## src/rtl/uart_pkg.sv

```systemverilog
`default_nettype none
// ============================================================================
// Module   : uart_pkg
// Purpose  : Shared UART receiver types, default rates and ASCII constants.
//            Optional parity state enabled by macro UART_RX_PARITY_EN.
// Revision : 1.0 - initial release
// ============================================================================
package uart_pkg;

  localparam int c_clk_freq_default = 100_000_000;
  localparam int c_baud_default     = 9600;

  // Characters recognised by the downstream matcher
  localparam logic [7:0] c_ascii_h = 8'h48;
  localparam logic [7:0] c_ascii_i = 8'h49;
  localparam logic [7:0] c_ascii_t = 8'h54;
  localparam logic [7:0] c_ascii_s = 8'h53;
  localparam logic [7:0] c_ascii_z = 8'h5A;

  typedef enum logic [2:0] {
    ST_IDLE      = 3'd0,
    ST_START     = 3'd1,
    ST_DATA      = 3'd2,
`ifdef UART_RX_PARITY_EN
    ST_PARITY    = 3'd3,
`endif
    ST_STOP      = 3'd4,
    ST_WAIT_HIGH = 3'd5
  } uart_state_t;

  function automatic logic even_parity(input logic [7:0] d);
    return ^d;
  endfunction

endpackage
`default_nettype wire

```

## src/rtl/uart_baud_cnt.sv

```systemverilog
`default_nettype none
// ============================================================================
// Module   : uart_baud_cnt
// Purpose  : Bit-period counter with synchronous clear and half/full flags.
// Revision : 1.0 - initial release
// ============================================================================
module uart_baud_cnt #(
  parameter int BIT_CYCLES = 16
) (
  input  logic clk,
  input  logic rst,
  input  logic clear,
  output logic half,
  output logic full
);

  localparam int CW = (BIT_CYCLES > 1) ? $clog2(BIT_CYCLES) : 1;
  localparam logic [CW-1:0] c_half = CW'(BIT_CYCLES / 2 - 1);
  localparam logic [CW-1:0] c_full = CW'(BIT_CYCLES - 1);

  logic [CW-1:0] r_cnt;

  // Restarts on its own at the full-bit terminal so consecutive bits stay aligned
  always_ff @(posedge clk or posedge rst) begin
    if (rst) begin
      r_cnt <= '0;
    end else if (clear || full) begin
      r_cnt <= '0;
    end else begin
      r_cnt <= r_cnt + CW'(1);
    end
  end

  assign half = (r_cnt == c_half);
  assign full = (r_cnt == c_full);

endmodule
`default_nettype wire

```

## src/rtl/uart_rx.sv

```systemverilog
`default_nettype none
// ============================================================================
// Module   : uart_rx
// Purpose  : 8-bit asynchronous serial receiver (8N1, or 8E1 when
//            UART_RX_PARITY_EN is defined) with valid/frame_err strobes.
// Revision : 1.0 - initial release
// ============================================================================
module uart_rx
  import uart_pkg::*;
#(
  parameter int CLK_FREQ = c_clk_freq_default,
  parameter int BAUD     = c_baud_default
) (
  input  logic       clk,
  input  logic       rst,
  input  logic       rx,
  output logic       valid,
  output logic [7:0] data_out,
  output logic       frame_err,
  output logic       busy
);

  localparam int BIT_CYCLES = CLK_FREQ / BAUD;

  uart_state_t r_state, w_state_next;

  logic       r_rx_meta, r_rx_sync;
  logic [7:0] r_shift;
  logic [2:0] r_bit_idx;
  logic [7:0] r_data;
  logic       r_valid, r_ferr;

  logic w_cnt_clear, w_half, w_full;
  logic w_shift_en, w_valid_set, w_ferr_set;
`ifdef UART_RX_PARITY_EN
  logic r_par_err, w_par_sample;
`endif

  // Line idles high, so the synchronizer resets to 1 to avoid a false start
  always_ff @(posedge clk or posedge rst) begin
    if (rst) begin
      r_rx_meta <= 1'b1;
      r_rx_sync <= 1'b1;
    end else begin
      r_rx_meta <= rx;
      r_rx_sync <= r_rx_meta;
    end
  end

  uart_baud_cnt #(
    .BIT_CYCLES(BIT_CYCLES)
  ) u_baud_cnt (
    .clk  (clk),
    .rst  (rst),
    .clear(w_cnt_clear),
    .half (w_half),
    .full (w_full)
  );

  always_ff @(posedge clk or posedge rst) begin
    if (rst) begin
      r_state <= ST_IDLE;
    end else begin
      r_state <= w_state_next;
    end
  end

  always_comb begin
    w_state_next = r_state;
    w_cnt_clear  = 1'b0;
    w_shift_en   = 1'b0;
    w_valid_set  = 1'b0;
    w_ferr_set   = 1'b0;
`ifdef UART_RX_PARITY_EN
    w_par_sample = 1'b0;
`endif
    case (r_state)
      ST_IDLE: begin
        w_cnt_clear = 1'b1;
        if (!r_rx_sync) w_state_next = ST_START;
      end
      ST_START: begin
        if (w_half) begin
          w_cnt_clear  = 1'b1;
          w_state_next = r_rx_sync ? ST_IDLE : ST_DATA;
        end
      end
      ST_DATA: begin
        if (w_full) begin
          w_shift_en = 1'b1;
          if (r_bit_idx == 3'd7) begin
`ifdef UART_RX_PARITY_EN
            w_state_next = ST_PARITY;
`else
            w_state_next = ST_STOP;
`endif
          end
        end
      end
`ifdef UART_RX_PARITY_EN
      ST_PARITY: begin
        if (w_full) begin
          w_par_sample = 1'b1;
          w_state_next = ST_STOP;
        end
      end
`endif
      ST_STOP: begin
        if (w_full) begin
          if (r_rx_sync) begin
`ifdef UART_RX_PARITY_EN
            w_valid_set = !r_par_err;
            w_ferr_set  = r_par_err;
`else
            w_valid_set = 1'b1;
`endif
            w_state_next = ST_IDLE;
          end else begin
            w_ferr_set   = 1'b1;
            w_state_next = ST_WAIT_HIGH;
          end
        end
      end
      ST_WAIT_HIGH: begin
        w_cnt_clear = 1'b1;
        if (r_rx_sync) w_state_next = ST_IDLE;
      end
      default: begin
        w_cnt_clear  = 1'b1;
        w_state_next = ST_IDLE;
      end
    endcase
  end

  always_ff @(posedge clk or posedge rst) begin
    if (rst) begin
      r_shift   <= 8'h00;
      r_bit_idx <= 3'd0;
      r_data    <= 8'h00;
      r_valid   <= 1'b0;
      r_ferr    <= 1'b0;
    end else begin
      r_valid <= w_valid_set;
      r_ferr  <= w_ferr_set;
      if (w_valid_set) r_data <= r_shift;
      if (w_shift_en) r_shift <= {r_rx_sync, r_shift[7:1]};
      if (r_state == ST_START) begin
        r_bit_idx <= 3'd0;
      end else if (w_shift_en) begin
        r_bit_idx <= r_bit_idx + 3'd1;
      end
    end
  end

`ifdef UART_RX_PARITY_EN
  // Even parity: data bits XOR parity bit must be zero
  always_ff @(posedge clk or posedge rst) begin
    if (rst) begin
      r_par_err <= 1'b0;
    end else if (w_par_sample) begin
      r_par_err <= even_parity(r_shift) ^ r_rx_sync;
    end
  end
`endif

  assign valid     = r_valid;
  assign frame_err = r_ferr;
  assign data_out  = r_data;
  assign busy      = (r_state != ST_IDLE);

endmodule
`default_nettype wire

```

## config.mk

```make
export PLATFORM = sky130hd
export DESIGN_NAME = uart_rx
export DESIGN_NICKNAME = d
export VERILOG_FILES = /design/src/rtl/uart_pkg.sv /design/src/rtl/uart_baud_cnt.sv /design/src/rtl/uart_rx.sv
export SDC_FILE = /design/constraint.sdc
export NUM_CORES = 1
export LEC_CHECK = 0
export CAP_MARGIN = 5
export CELL_PAD_IN_SITES_DETAIL_PLACEMENT = 0
export CELL_PAD_IN_SITES_GLOBAL_PLACEMENT = 1
export CORE_MARGIN = 1.5
export CORE_UTILIZATION = 46
export DETAILED_ROUTE_END_ITERATION = 12
export HOLD_SLACK_MARGIN = 0.08
export PLACE_DENSITY_LB_ADDON = 0.1
export SLEW_MARGIN = 20
export SYNTH_ARGS = -nofsm -noshare
export SYNTH_HDL_FRONTEND = slang
export SYNTH_HIERARCHICAL = 1
export SYNTH_SLANG_ARGS = --single-unit
```

## constraint.sdc

```tcl
create_clock -name clk -period 2.5 [get_ports clk]
set_input_delay 0.5 -clock clk [delete_from_list [all_inputs] [get_ports clk]]
set_output_delay 0.5 -clock clk [all_outputs]
set_load 0.01 [all_outputs]
```

==> results summary <==
In this run, CTS created clock tree buffers numbering 5. In this run the register-to-register setup slack is 0.34 ns. The final worst-path cycle share came out at 88.0%. The number of failing setup endpoints in the final timing report came out at 0. Clock-pin slew was measured on the worst setup and hold paths at 0.07 ns.

The required time reported for the critical path endpoint came out at 2.00 ns. The worst register-to-register path begins at u_baud_cnt/r_cnt[0]. The number of warnings printed during yosys synthesis came out at 6.

In this run the critical register-to-register path is captured at r_shift[3]. For this design the ratio of total power to cell area is 492 nW/um^2. The longest individual stage delay on the worst path came out at 0.52 ns.

The height of the die is 67.9 um. The utilization of the core after routing is 54.2%. CTS built an H-tree with a depth of 2. Synthesis inferred 40 register bits. The path class of the tightest hold or removal check is reg2reg. The hold violation total from the final report was 0. The worst-skew pair later-pin latency is 0.29 ns. The signal on the critical path passes through or3_1 -> clkdlybuf4s50_1.

The remaining antenna violation count after routing came out at 0. The first routing iteration left 106 violations. The reported leakage power is 0.00103 uW. The layout has 360 filler cells. The CTS sink count came out at 40. The die width came out at 67.9 um.

The most frequent standard cell in the layout excluding fill and tap cells is sky130_fd_sc_hd__dfrtp_1. The slew at the pin with the worst max-slew slack is 0.537 ns. The placer's final routability congestion estimate came out at 0.776. The synthesized area per cell came out at 11.6 sq um.

The endpoint of the worst setup timing path is busy. The slowest stage of the critical path belongs to the cell sky130_fd_sc_hd__dfrtp_1. The number of maximum-capacitance violations came out at 0. The type of destination of the critical path is a primary output.

The aggregate global-route resource usage is 16.5%. The startpoint-to-endpoint class of the critical path is reg2out. The worst-case reg-to-reg path depth is 7. The largest vdd supply drop is 0.000267 V. The largest buffer count on any clock path is 2. The HPWL after detailed placement is 2240 um. In this run the post-CTS setup repair buffer count came out at 0.

After routing, the total negative slack on setup checks comes to 0 ns. The area after detailed placement came out at 2100 sq um. In this run the count of I/O pins placed on the die edge is 14.

Compared with the post-synthesis result, the final layout area differs by 12.7%. The number of rows created at floorplan came out at 23. The final number of max-transition violations came to 0. After detailed routing, the number of vias per cell comes to 5.17. Across the routed clock network, the largest skew measured is 0.0104 ns.

The first-pass GRT wire length came out at 5530 um. The layout cell share with drive strength beyond 1 is 17.9%. In this design, the largest share of critical-path delay is due to flip-flops.

After routing the design area is 2180 sq um. In this run the worst path has a maximum fanout of 14. The relative slew slack came out at 64.1%. The number of instances in the synthesized netlist came out at 167. The flow ran to the end, and the final reports show no timing, DRC or antenna violations. The remaining design rule violation count is 0. The net count after synthesis came out at 174.

In the layout the commonest cells are sky130_fd_sc_hd__dfrtp_1 (38), sky130_fd_sc_hd__nor2_1 (22), sky130_fd_sc_hd__mux2_4 (16). The post-CTS resize count came out at 0. The data arrival time of the worst path came out at 1.70 ns. The origin of the worst setup path is r_state[1].

STA classifies the critical path startpoint as a flip-flop. The netlist uses 41 different library cells. For this run, the top clock speed supported by timing is 454 MHz. Input and output buffers added on the ports amount to 13. The register area share after synthesis came out at 51.8%.

After synthesis the cells add up to 1940 sq um. The final wirelength is 3200 um. The detailed router placed 1210 vias in this run.

The iteration count of the initial detailed-routing pass is 4. The largest net degree at the start of global routing came out at 27. TritonCTS built the clock tree. The root buffer cell is sky130_fd_sc_hd__clkbuf_8. The die area came out at 4610 sq um. In this run the number of cells on the critical path is 2. After floorplanning, the core was sized to cover 4030 sq um. The initial antenna violation count is 0. The antenna diode instance count came out at 0. Setup repair after global routing left no endpoint under its margin. Subtracting the final worst setup slack from the clock period gives 2.20 ns.

The count of nets after finishing came out at 190. The initial standard-cell utilization of the core is 48.0%. For this design, the CTS-stage hold fixing added 0 buffers. In the final routed layout, each cell accounts on average for 13.7 um. The number of global-route vias before repair is 1238.

The number of buffers and inverters on the critical path is 1. The total grt overflow came out at 0.
-- cells by family (layout without fill, tap and decap cells) --
family | count (synthesis) | in the layout | share of synthesized area (%)
buf+inv | 17 | 34 | 4.52
xor+xnor | 12 | 12 | 5.43
fa+ha+maj | 4 | 4 | 2.59
flops | 40 | 40 | 51.8
mux | 16 | 16 | 12.4
simple gates | 64 | 64 | 18.7
compound gates | 14 | 14 | 4.53
-- layout make-up --
type | count | area [sq um] | area share, %
flip-flops and latches | 40 | 1000 | 46.0
multi-input cells | 110 | 845 | 38.7
repair buffers | 16 | 153 | 7.00
clock buffers | 7 | 76.3 | 3.50
well taps | 50 | 62.6 | 2.87
inverters | 10 | 37.5 | 1.72
clock inverters | 1 | 5.00 | 0.229
-- per-stage QoR --
| step | setup WS, ns | instances | hold slack (ns) | total power [uW] |
|---|---|---|---|---|
| after floorplan | 0.315 | 167 | 0.345 | 674 |
| after global placement | 0.361 | 226 | 0.346 | 683 |
| after detailed placement | 0.340 | 226 | 0.349 | 684 |
| after CTS | 0.289 | 234 | 0.360 | 1090 |
| after global routing | 0.215 | 234 | 0.362 | 1130 |
| final | 0.299 | 234 | 0.354 | 1070 |
-- worst min-delay path by stage --
stage / startpoint / end / cells after the start / slack (ns)
finish: r_rx_meta / r_rx_sync / 0 / 0.35
CTS: r_rx_meta / r_rx_sync / 0 / 0.36
global route: r_rx_meta / r_rx_sync / 0 / 0.36
global placement: r_rx_meta / r_rx_sync / 0 / 0.35
floorplan: r_rx_meta / r_rx_sync / 0 / 0.35
detailed placement: r_rx_meta / r_rx_sync / 0 / 0.35
-- synthesized netlist by cell type --
| master | instances | area, sq um |
|---|---|---|
| sky130_fd_sc_hd__buf_6 | 2 | 22.5 |
| sky130_fd_sc_hd__nor3b_1 | 1 | 7.51 |
| sky130_fd_sc_hd__nand2_1 | 7 | 26.3 |
| sky130_fd_sc_hd__o21ai_0 | 2 | 10.0 |
| sky130_fd_sc_hd__a21oi_1 | 4 | 20.0 |
| sky130_fd_sc_hd__and2b_1 | 1 | 7.51 |
| sky130_fd_sc_hd__o31ai_1 | 1 | 7.51 |
| sky130_fd_sc_hd__inv_1 | 10 | 37.5 |
| sky130_fd_sc_hd__nor3_1 | 4 | 20.0 |
| sky130_fd_sc_hd__and2_1 | 1 | 6.26 |
| sky130_fd_sc_hd__buf_4 | 2 | 15.0 |
| sky130_fd_sc_hd__buf_2 | 1 | 5.00 |
| sky130_fd_sc_hd__or3_1 | 1 | 6.26 |
| sky130_fd_sc_hd__or3b_1 | 1 | 8.76 |
| sky130_fd_sc_hd__dfrtp_1 | 38 | 951 |
| sky130_fd_sc_hd__and4b_1 | 1 | 10.0 |
| sky130_fd_sc_hd__nand4bb_1 | 1 | 11.3 |
| sky130_fd_sc_hd__a22oi_1 | 1 | 7.51 |
| sky130_fd_sc_hd__a211oi_1 | 1 | 7.51 |
| sky130_fd_sc_hd__o21ai_1 | 1 | 5.00 |
| sky130_fd_sc_hd__nor2b_1 | 1 | 6.26 |
| sky130_fd_sc_hd__a2bb2oi_1 | 2 | 17.5 |
| sky130_fd_sc_hd__nand2_4 | 1 | 11.3 |
| sky130_fd_sc_hd__and3b_4 | 1 | 12.5 |
| sky130_fd_sc_hd__o22ai_1 | 2 | 12.5 |
| sky130_fd_sc_hd__nand4b_1 | 1 | 8.76 |
| sky130_fd_sc_hd__mux2_4 | 16 | 240 |
| sky130_fd_sc_hd__nor4_1 | 3 | 18.8 |
| sky130_fd_sc_hd__clkbuf_1 | 2 | 7.51 |
| sky130_fd_sc_hd__nand4_1 | 5 | 31.3 |
| sky130_fd_sc_hd__dfstp_2 | 2 | 52.6 |
| sky130_fd_sc_hd__and4bb_4 | 1 | 16.3 |
| sky130_fd_sc_hd__nor4_2 | 1 | 12.5 |
| sky130_fd_sc_hd__xor2_1 | 1 | 8.76 |
| sky130_fd_sc_hd__nand2b_1 | 2 | 12.5 |
| sky130_fd_sc_hd__or2_2 | 2 | 12.5 |
| sky130_fd_sc_hd__nand3_1 | 5 | 25.0 |
| sky130_fd_sc_hd__ha_1 | 4 | 50.1 |
| sky130_fd_sc_hd__xnor2_1 | 11 | 96.3 |
| sky130_fd_sc_hd__nor2_1 | 22 | 82.6 |
| sky130_fd_sc_hd__nand3b_1 | 1 | 7.51 |
-- flip-flops by register name (all words and copies together), names as in the netlist --
register / count
data_out: 8
frame_err: 1
r_bit_idx: 3
r_rx_meta: 1
r_rx_sync: 1
r_shift: 8
r_state: 3
u_baud_cnt/r_cnt: 14
valid: 1
-- per-layer routing --
layer | up-vias | routed length, um | global-route usage, %
met5 | - | 0 | 0
met4 | 0 | 42 | 5.25
met3 | 6 | 106 | 4.93
met2 | 18 | 1550 | 27.8
met1 | 587 | 1500 | 20.2
li1 | 599 | - | -
-- where the power goes --
| group | internal (uW) | switching, uW |
|---|---|---|
| combinational | 4.56 | 13.6 |
| clock | 196 | 209 |
| sequential | 650 | 1.70 |
No activity file was read; power rests on OpenSTA's default activity.
